<file path="config.mk">
export PLATFORM = sky130hd
export DESIGN_NAME = lut_cfg_ctrl_flat
export DESIGN_NICKNAME = d
export VERILOG_FILES = /design/src/rtl/lut_cfg_ctrl_if.sv /design/src/rtl/lut_cfg_ctrl.sv /design/src/flat_wrapper.sv
export SDC_FILE = /design/constraint.sdc
export NUM_CORES = 1
export LEC_CHECK = 0
export BUFFER_PORTS_ARGS = -buffer_cell sky130_fd_sc_hd__buf_4
export CAP_MARGIN = 10
export CORE_MARGIN = 5
export CORE_UTILIZATION = 30
export CTS_CLUSTER_SIZE = 10
export DETAILED_ROUTE_END_ITERATION = 8
export PLACE_DENSITY = 0.53
export SETUP_SLACK_MARGIN = 0.4
export SLEW_MARGIN = 10
export SYNTH_ARGS = -nofsm -noshare
export SYNTH_HDL_FRONTEND = slang
export SYNTH_SLANG_ARGS = --single-unit
</file>
<file path="constraint.sdc">
create_clock -name clk -period 6.2 [get_ports clk]
set_input_delay 0.62 -clock clk [delete_from_list [all_inputs] [get_ports clk]]
set_output_delay 0.62 -clock clk [all_outputs]
set_load 0.05 [all_outputs]
</file>
<file path="src/rtl/lut_cfg_ctrl_if.sv">
// rtl/lut_cfg_ctrl_if.sv - serial mask configuration handshake between config source and lut_cfg_ctrl
interface lut_cfg_ctrl_if;
    logic cfg_start;
    logic cfg_valid;
    logic cfg_bit;
    logic cfg_parity;
    logic cfg_ready;

    modport master (
        output cfg_start,
        output cfg_valid,
        output cfg_bit,
        output cfg_parity,
        input  cfg_ready
    );

    modport slave (
        input  cfg_start,
        input  cfg_valid,
        input  cfg_bit,
        input  cfg_parity,
        output cfg_ready
    );
endinterface

</file>
<file path="src/rtl/lut_cfg_ctrl.sv">
// rtl/lut_cfg_ctrl.sv - K-input LUT with parity-checked serial mask load and atomic commit
// Optional mask readback port enabled by LUT_CFG_READBACK_EN.
module lut_cfg_ctrl #(
    parameter int LUT_K = 4
) (
    input  logic             clk,
    input  logic             reset_n,
    lut_cfg_ctrl_if.slave    cfg,
    input  logic [LUT_K-1:0] lut_in,
    output logic             lut_out,
    output logic             busy,
    output logic             configured,
    output logic             cfg_error
`ifdef LUT_CFG_READBACK_EN
    ,
    input  logic             rb_req,
    output logic             rb_valid,
    output logic             rb_bit
`endif
);
    localparam int MASK_W = 2 ** LUT_K;
    localparam logic [LUT_K-1:0] CNT_LAST = LUT_K'(MASK_W - 1);

    typedef enum logic [2:0] {
        ST_IDLE,
        ST_LOAD,
        ST_CHECK,
        ST_RUN,
        ST_ERR
    } state_t;

    state_t            state_q, state_d;
    logic [MASK_W-1:0] shadow_q, shadow_d;
    logic [MASK_W-1:0] mask_q, mask_d;
    logic [LUT_K-1:0]  cnt_q, cnt_d;
    logic              par_q, par_d;
    logic              configured_q, configured_d;
    logic              error_q, error_d;
    logic              lut_out_q, lut_out_d;

    always_ff @(posedge clk or negedge reset_n) begin
        if (!reset_n) begin
            state_q      <= ST_IDLE;
            shadow_q     <= '0;
            mask_q       <= '0;
            cnt_q        <= '0;
            par_q        <= 1'b0;
            configured_q <= 1'b0;
            error_q      <= 1'b0;
            lut_out_q    <= 1'b0;
        end else begin
            state_q      <= state_d;
            shadow_q     <= shadow_d;
            mask_q       <= mask_d;
            cnt_q        <= cnt_d;
            par_q        <= par_d;
            configured_q <= configured_d;
            error_q      <= error_d;
            lut_out_q    <= lut_out_d;
        end
    end

    always_comb begin
        state_d      = state_q;
        shadow_d     = shadow_q;
        mask_d       = mask_q;
        cnt_d        = cnt_q;
        par_d        = par_q;
        configured_d = configured_q;
        error_d      = error_q;
        case (state_q)
            ST_IDLE, ST_RUN: begin
                if (cfg.cfg_start) begin
                    state_d  = ST_LOAD;
                    cnt_d    = '0;
                    shadow_d = '0;
                end
            end
            ST_ERR: begin
                if (cfg.cfg_start) begin
                    state_d  = ST_LOAD;
                    cnt_d    = '0;
                    shadow_d = '0;
                    error_d  = 1'b0;
                end
            end
            ST_LOAD: begin
                // A restart wins over a coincident bit, which is dropped.
                if (cfg.cfg_start) begin
                    cnt_d    = '0;
                    shadow_d = '0;
                end else if (cfg.cfg_valid) begin
                    shadow_d = {shadow_q[MASK_W-2:0], cfg.cfg_bit};
                    cnt_d    = cnt_q + LUT_K'(1);
                    if (cnt_q == CNT_LAST) begin
                        par_d   = cfg.cfg_parity;
                        state_d = ST_CHECK;
                    end
                end
            end
            ST_CHECK: begin
                if ((^shadow_q) == par_q) begin
                    mask_d       = shadow_q;
                    configured_d = 1'b1;
                    error_d      = 1'b0;
                    state_d      = ST_RUN;
                end else begin
                    error_d = 1'b1;
                    state_d = ST_ERR;
                end
            end
            default: state_d = ST_IDLE;
        endcase
    end

    // Evaluation always reads the committed mask, never the shadow.
    assign lut_out_d = configured_q ? mask_q[lut_in] : 1'b0;

    assign cfg.cfg_ready = (state_q == ST_LOAD);
    assign busy          = (state_q == ST_LOAD) || (state_q == ST_CHECK);
    assign configured    = configured_q;
    assign cfg_error     = error_q;
    assign lut_out       = lut_out_q;

`ifdef LUT_CFG_READBACK_EN
    logic             rb_valid_q, rb_valid_d;
    logic             rb_bit_q, rb_bit_d;
    logic [LUT_K-1:0] rb_cnt_q, rb_cnt_d;

    always_ff @(posedge clk or negedge reset_n) begin
        if (!reset_n) begin
            rb_valid_q <= 1'b0;
            rb_bit_q   <= 1'b0;
            rb_cnt_q   <= '0;
        end else begin
            rb_valid_q <= rb_valid_d;
            rb_bit_q   <= rb_bit_d;
            rb_cnt_q   <= rb_cnt_d;
        end
    end

    // rb_cnt_q is the index from the MSB of the next bit; wrap to 0 ends the stream.
    always_comb begin
        rb_valid_d = rb_valid_q;
        rb_bit_d   = rb_bit_q;
        rb_cnt_d   = rb_cnt_q;
        if (rb_valid_q) begin
            if (cfg.cfg_start || (rb_cnt_q == '0)) begin
                rb_valid_d = 1'b0;
                rb_bit_d   = 1'b0;
            end else begin
                rb_bit_d = mask_q[~rb_cnt_q];
                rb_cnt_d = rb_cnt_q + LUT_K'(1);
            end
        end else if ((state_q == ST_RUN) && rb_req && !cfg.cfg_start) begin
            rb_valid_d = 1'b1;
            rb_bit_d   = mask_q[MASK_W-1];
            rb_cnt_d   = LUT_K'(1);
        end
    end

    assign rb_valid = rb_valid_q;
    assign rb_bit   = rb_bit_q;
`endif
endmodule

</file>
<file path="src/flat_wrapper.sv">
// flat-port wrapper written by rule: the top's interface ports become plain ports
module lut_cfg_ctrl_flat 
#(
    parameter int LUT_K = 4
)
  (clk, reset_n, lut_in, lut_out, busy, configured, cfg_error, cfg_cfg_start, cfg_cfg_valid, cfg_cfg_bit, cfg_cfg_parity, cfg_cfg_ready);
  lut_cfg_ctrl_if cfg_i ();
  input  logic clk;
  input  logic reset_n;
  input  logic [LUT_K-1:0] lut_in;
  output logic lut_out;
  output logic busy;
  output logic configured;
  output logic cfg_error;
  input wire logic [$bits(cfg_i.cfg_start)-1:0] cfg_cfg_start;
  input wire logic [$bits(cfg_i.cfg_valid)-1:0] cfg_cfg_valid;
  input wire logic [$bits(cfg_i.cfg_bit)-1:0] cfg_cfg_bit;
  input wire logic [$bits(cfg_i.cfg_parity)-1:0] cfg_cfg_parity;
  output wire logic [$bits(cfg_i.cfg_ready)-1:0] cfg_cfg_ready;
  assign cfg_i.cfg_start = cfg_cfg_start;
  assign cfg_i.cfg_valid = cfg_cfg_valid;
  assign cfg_i.cfg_bit = cfg_cfg_bit;
  assign cfg_i.cfg_parity = cfg_cfg_parity;
  assign cfg_cfg_ready = cfg_i.cfg_ready;
  lut_cfg_ctrl #(.LUT_K(LUT_K)) u_core (.clk(clk), .reset_n(reset_n), .cfg(cfg_i), .lut_in(lut_in), .lut_out(lut_out), .busy(busy), .configured(configured), .cfg_error(cfg_error));
endmodule
</file>
==> key figures, run 1 <==
Drt
  – Wire per inst: 14.0 µm
  – Vias: 1354
  – Post-route DRC violation count: 0
  – Total routed wirelength: 4080 µm
  – DRT antenna net count: 0
  – Drt first-iter violations: 51
  – DR pass1 iterations: 4
  – Vias per cell: 4.64

CTS
  – Post-CTS Setup Inserts: 0
  – TritonCTS clock tree: yes
  – CTS max path bufs: 2
  – Hold_buf cts: 0
  – CTS buffer count: 5
  – Root buffer cell: clkbuf_8
  – PostCTS Resize Cnt: 0
  – Worst-path clk slew: 0.08 ns
  – CTS Sinks: 43
  – Htree depth: 2
  – Clock Latency Late Sink: 0.29 ns

Setup path
  – Critical path class: flop to flop
  – Worst Path Buf+Inv: 0
  – CP endpoint: u_core.mask_q[14]$_DFFE_PN0P_
  – Worst r2r src: u_core.shadow_q[7]$_DFFE_PN0P_
  – Critical path origin: u_core.shadow_q[7]$_DFFE_PN0P_
  – Worst path depth: 6
  – Startpoint types: flop
  – RR Endpoint: u_core.mask_q[14]$_DFFE_PN0P_
  – Crit-path max FO: 18
  – Cell mode on critical path: xnor2_2
  – Worst reg2reg setup slack: 4.03 ns
  – Endpoint class of the critical path: flop
  – Arrival time at the worst endpoint: 2.35 ns
  – Cell Chain, Critical Path: xor2_1 -> xnor3_2 -> xnor2_2 -> xnor2_2 -> nand2_4 -> mux2_4
  – Delay-heaviest family, CP: XOR/XNOR gates
  – Data required time of the worst path: 6.38 ns
  – Critical-path top delay cell: xnor3_2
  – Depth of the most critical reg-to-reg path: 6
  – CP max stage delay: 0.45 ns

Timing
  – Hold Vio Cnt, Final: 0
  – Worst-Margin Slew: 1.16 ns
  – Max frequency: 0.461 GHz
  – Setup violators final: 0
  – Max-slew violation count: 0
  – Total negative setup slack: 0 ns
  – Final period util: 35.0%
  – Clock Skew: 0.00547 ns
  – Fin crit period: 2.17 ns
  – RSZ-0062 raised after global routing: false
  – Max_slew headroom: 22.1%

Finish
  – Area Growth Syn to Fin: 13.3%
  – Final instance area: 2370 µm²
  – Area of the multi-input gates: 958 µm²
  – Share of layout cells above drive strength 1: 25.5%
  – Fin nets: 207
  – Non-Filler Instances: 292
  – FF+latch area: 1080 µm²
  – Filler cells: 675
  – # diodes: 0

Floorplan
  – Die H: 93.4 µm
  – Core Area: 6790 µm²
  – Initial Utilization: 30.7%
  – FP Rows: 30
  – Chip Width: 93.4 µm
  – Die Footprint: 8730 µm²
  – IO Pins: 15

Synth
  – Seq/Total Area, Yosys: 51.5%
  – Synthesized area: 2090 µm²
  – #FFs+latches synth: 43
  – Syn Inst Count: 182
  – Synth top area cells: dfrtp_1, nand2_1, mux2_4
  – Post-synth EDFFs: 0
  – Unique masters post-synth: 30
  – Syn Area/Cell: 11.5 µm²
  – Yosys top cell by area: dfrtp_1
  – Synth cell count leaders: dfrtp_1, nand2_1, nand3_1, xnor2_1, mux2_2
  – Most frequent cell after synthesis: dfrtp_1
  – Yosys Warn Count: 0
  – Share of the synthesized area in the top cell type: 51.5%
  – Synth Net Count: 193
  – Async SR Flop Fraction: 100%
  – Synth Flop Type: dfrtp_1

Placed design
  – Final HPWL DP: 2730 µm
  – Placed cell area: 2280 µm²
  – Number of port buffers: 14
  – GPL Wtd Cong: 0.742
  – Post-placement cell count: 285

Pwr
  – IR drop worst, VDD: 0.0773 mV
  – Pleak: 1.18 nW
  – Power Density: 227 nW/µm²

Worst hold path
  – Hold WC Path Type: primary input to async pin

GRT
  – Pin count of the biggest net entering global routing: 44
  – Initial antenna violation count: 0
  – Vias in the first global route: 1309
  – Total track usage: 10.4%
  – First-pass GRT wire length: 7000 µm
  – Total grt overflow: 0

Job
  – Max Cap Viol: 0

Run status
  – Outcome: completed
## registers in the layout, indices dropped and copies added, names as in the netlist
| name | flops |
|---|---|
| u_core.par_q | 1 |
| u_core.cfg_error | 1 |
| u_core.shadow_q | 16 |
| u_core.state_q | 3 |
| u_core.cnt_q | 4 |
| u_core.lut_out | 1 |
| u_core.mask_q | 16 |
| u_core.configured | 1 |
## layer usage
layer / wire length, µm / track usage (%)
met5: 0 / 0
met4: 27 / 2.56
met3: 125 / 2.82
met2: 1850 / 15.1
met1: 2080 / 15.2
## cells by family after synthesis
kind of cell	count (synthesis)	synth area share (%)
simple gates	71	15.3
flops	43	51.5
mux	22	16.0
compound gates	17	4.85
xor+xnor	17	8.93
buf+inv	11	2.82
fa+ha+maj	1	0.599
## cells in the final DEF, fill, tap and decap left out, drive strengths merged, types with 2 or more instances in the layout
master and instances:
dfrtp 43, nand2 39, nand3 19, mux2 17, buf 15, xnor2 13
clkbuf 6, o21ai 6, mux4 5, a21oi 5, inv 3, nor2 3
xor2 3, nor3 3, nor4 2, a31oi 2, nand4 2, nand2b 2
## report_power, final
part           switching [mW]  internal (mW)  leakage, nW
clock network          0.0931         0.0875       0.0470
logic                  0.0398         0.0220        0.537
registers             0.00752          0.286        0.593
## area by class of cell
| cell class | count | share of cell area [%] |
|---|---|---|
| Multi-Input combinational cell | 128 | 40.5 |
| Inverter | 3 | 0.476 |
| Clock buffer | 6 | 3.49 |
| Clock inverter | 1 | 0.212 |
| Tap cell | 96 | 5.08 |
| Sequential cell | 43 | 45.5 |
| Timing Repair Buffer | 15 | 4.76 |
## metrics by stage
stage	setup WS [ns]	hold WS, ns	util [%]	power, mW
final	4.03	0.308	34.8	0.536
after global routing	3.84	0.361	34.8	0.565
after detailed placement	4.02	0.477	33.5	0.363
after global placement	4.04	0.471	33.5	0.362
after floorplan	4.12	0.324	-	0.339
after CTS	4.00	0.338	34.8	0.544
## worst min-delay path by stage
stage,cells past startpoint,startpoint,slack [ns],endpoint
2_1_floorplan,0,reset_n,0.32,u_core.cfg_error$_DFFE_PN0P_
3_3_place_gp,1,u_core.configured$_DFFE_PN0P_,0.47,u_core.configured$_DFFE_PN0P_
3_5_place_dp,1,u_core.configured$_DFFE_PN0P_,0.48,u_core.configured$_DFFE_PN0P_
4_1_cts,1,reset_n,0.34,u_core.state_q[2]$_DFFE_PN0P_
5_1_grt,1,reset_n,0.36,u_core.cnt_q[0]$_DFFE_PN0P_
6_report,1,reset_n,0.31,u_core.state_q[2]$_DFFE_PN0P_
Note: power is estimated with default switching activity, not from simulation.
==> run 2: changes to the inputs <==
==> constraint.sdc (replaced) <==
create_clock -name clk -period 2.2 [get_ports clk]
set_input_delay 0.22 -clock clk [delete_from_list [all_inputs] [get_ports clk]]
set_output_delay 0.22 -clock clk [all_outputs]
set_load 0.05 [all_outputs]
==> run 2 against run 1 <==
  * Global-route usage rose by 0.42 points
  * Setup slack got worse by 3.8 ns
  * Total power rose to 2.9 times the previous value
  * Sequential cell count did not move
  * Highest routed layer unchanged
==> key figures, run 2 (synthesis results as in run 1) <==
Run status
  – Outcome: completed

Timing
  – Max-slew violation count: 0
  – Setup violators final: 0
  – Max frequency: 0.496 GHz
  – Worst-Margin Slew: 0.563 ns
  – Final period util: 91.7%
  – Hold Vio Cnt, Final: 0
  – Clock Skew: 0.00784 ns
  – Fin crit period: 2.02 ns
  – Max_slew headroom: 62.5%
  – Total negative setup slack: 0 ns
  – Hold Slack: 0.141 ns
  – RSZ-0062 raised after global routing: true

Finish
  – # diodes: 0
  – Area Growth Syn to Fin: 22.2%
  – Fin nets: 225
  – Share of layout cells above drive strength 1: 33.5%
  – Most frequent cells in the layout: dfrtp_1, nand2_1, buf_4
  – Filler cells: 656
  – Largest regs: u_core.mask_q: 16 flops, u_core.shadow_q: 16 flops, u_core.cnt_q: 4 flops
  – Layout Utilization: 37.6%
  – Most common cell after layout, fill and taps aside: dfrtp_1
  – Final instance area: 2550 µm²

Drt
  – Total routed wirelength: 4270 µm
  – Post-route DRC violation count: 0
  – Wire per inst: 13.7 µm
  – WL met3: 126 µm
  – Met2 wire length: 1900 µm
  – DRT antenna net count: 0
  – Drt first-iter violations: 66
  – Vias per cell: 4.50
  – Highest routed layer: met4
  – DR pass1 iterations: 4
  – DRT met1 WL: 2220 µm
  – Vias: 1401

Setup path
  – Crit-path max FO: 4
  – Arrival time at the worst endpoint: 2.20 ns
  – Endpoint class of the critical path: flop
  – Data required time of the worst path: 2.39 ns
  – Startpoint types: flop
  – Critical path class: flop to flop

Worst hold path
  – Hold WC Path Type: primary input to flop

CTS
  – TritonCTS clock tree: yes
  – Clock Latency Late Sink: 0.29 ns
  – CTS max path bufs: 2
  – Root buffer cell: clkbuf_8
  – CTS Sinks: 43
  – Worst-path clk slew: 0.09 ns
  – Htree depth: 2
  – CTS buffer count: 5

GRT
  – Initial antenna violation count: 0
  – Pin count of the biggest net entering global routing: 44
  – Vias in the first global route: 1383
  – Total grt overflow: 0
  – First-pass GRT wire length: 7270 µm
  – Total track usage: 10.8%

Floorplan
  – Initial Utilization: 30.7%
  – Die H: 93.4 µm
  – IO Pins: 15
  – Core Area: 6790 µm²
  – Chip Width: 93.4 µm
  – FP Rows: 30
  – Die Footprint: 8730 µm²

Placed design
  – GPL Wtd Cong: 0.731
  – Final HPWL DP: 2820 µm
  – Number of port buffers: 14
  – Placed cell area: 2350 µm²

Pwr
  – Power Density: 614 nW/µm²
  – Pleak: 1.26 nW
  – IR drop worst, VDD: 0.192 mV

Job
  – Max Cap Viol: 0
run 2: cell count changes in the layout (fill, tap and decap cells not counted), sizes merged:
| cell | before | now |
|---|---|---|
| dlygate4sd3 | 0 | 1 |
| nand2 | 39 | 41 |
| clkinvlp | 0 | 1 |
| buf | 15 | 30 |
run 2: path summary, 6_finish.rpt:
check                                          startpoint  depth (start not counted)  slack, ns                        endpoint
min in group asynchronous                         reset_n                          2       0.46     u_core.cnt_q[2]$_DFFE_PN0P_
setup reg to reg           u_core.shadow_q[6]$_DFFE_PN0P_                          7       0.18    u_core.mask_q[9]$_DFFE_PN0P_
max in group asynchronous                         reset_n                          2       1.33   u_core.state_q[1]$_DFFE_PN0P_
hold reg to reg             u_core.configured$_DFFE_PN0P_                          1       0.49   u_core.configured$_DFFE_PN0P_
hold / removal                                cfg_cfg_bit                          3       0.14  u_core.shadow_q[0]$_DFFE_PN0P_
setup / recovery           u_core.shadow_q[6]$_DFFE_PN0P_                          7       0.18    u_core.mask_q[9]$_DFFE_PN0P_
run 2: critical path: stages (launching register included):
cell	delay, ns
dfrtp_1	0.39
xor2_1	0.16
xnor3_2	0.45
xnor2_2	0.19
xnor2_2	0.15
buf_4	0.19
nand2_4	0.08
mux2_4	0.30
run 2: final cells by class:
type | count | area [µm²] | area share [%]
repair buffers | 31 | 239 | 9.36
clock inverters | 2 | 12.5 | 0.490
clock buffers | 6 | 72.6 | 2.84
flip-flops and latches | 43 | 1080 | 42.2
multi-input cells | 130 | 1020 | 40.0
inverters | 3 | 11.3 | 0.441
well taps | 96 | 120 | 4.71
run 2: repair_timing:
action / in CTS / in global routing
endpoints found under the hold margin: 43 / 0
setup endpoints to repair: 20 / 22
setup buffers: 5 / 1
gates cloned: 1 / 1
pin swaps: 3 / 2
gates resized for setup: 5 / 4
hold buffers: 1 / 0
run 2: stage by stage:
| stage | std cells | power [mW] | worst slack (ns) |
|---|---|---|---|
| final | 311 | 1.57 | 0.182 |
| after global routing | 311 | 1.65 | 0.112 |
| after CTS | 309 | 1.57 | 0.201 |
| after detailed placement | 294 | 1.04 | 0.100 |
| after global placement | 294 | 1.04 | 0.126 |
| after floorplan | 182 | 0.955 | 0.119 |
run 2: power by group:
| group | switching [mW] | internal [mW] | total, mW |
|---|---|---|---|
| clock | 0.271 | 0.222 | 0.493 |
| combinational | 0.143 | 0.103 | 0.246 |
| sequential | 0.0215 | 0.807 | 0.828 |
| total | 0.435 | 1.13 | 1.57 |
run 2: metal layers:
metal  track usage (%)  vias up
li1                  -      698
met1              15.6      683
met2              15.4       18
met3              3.62        2
met4              2.56        0
met5                 0        -
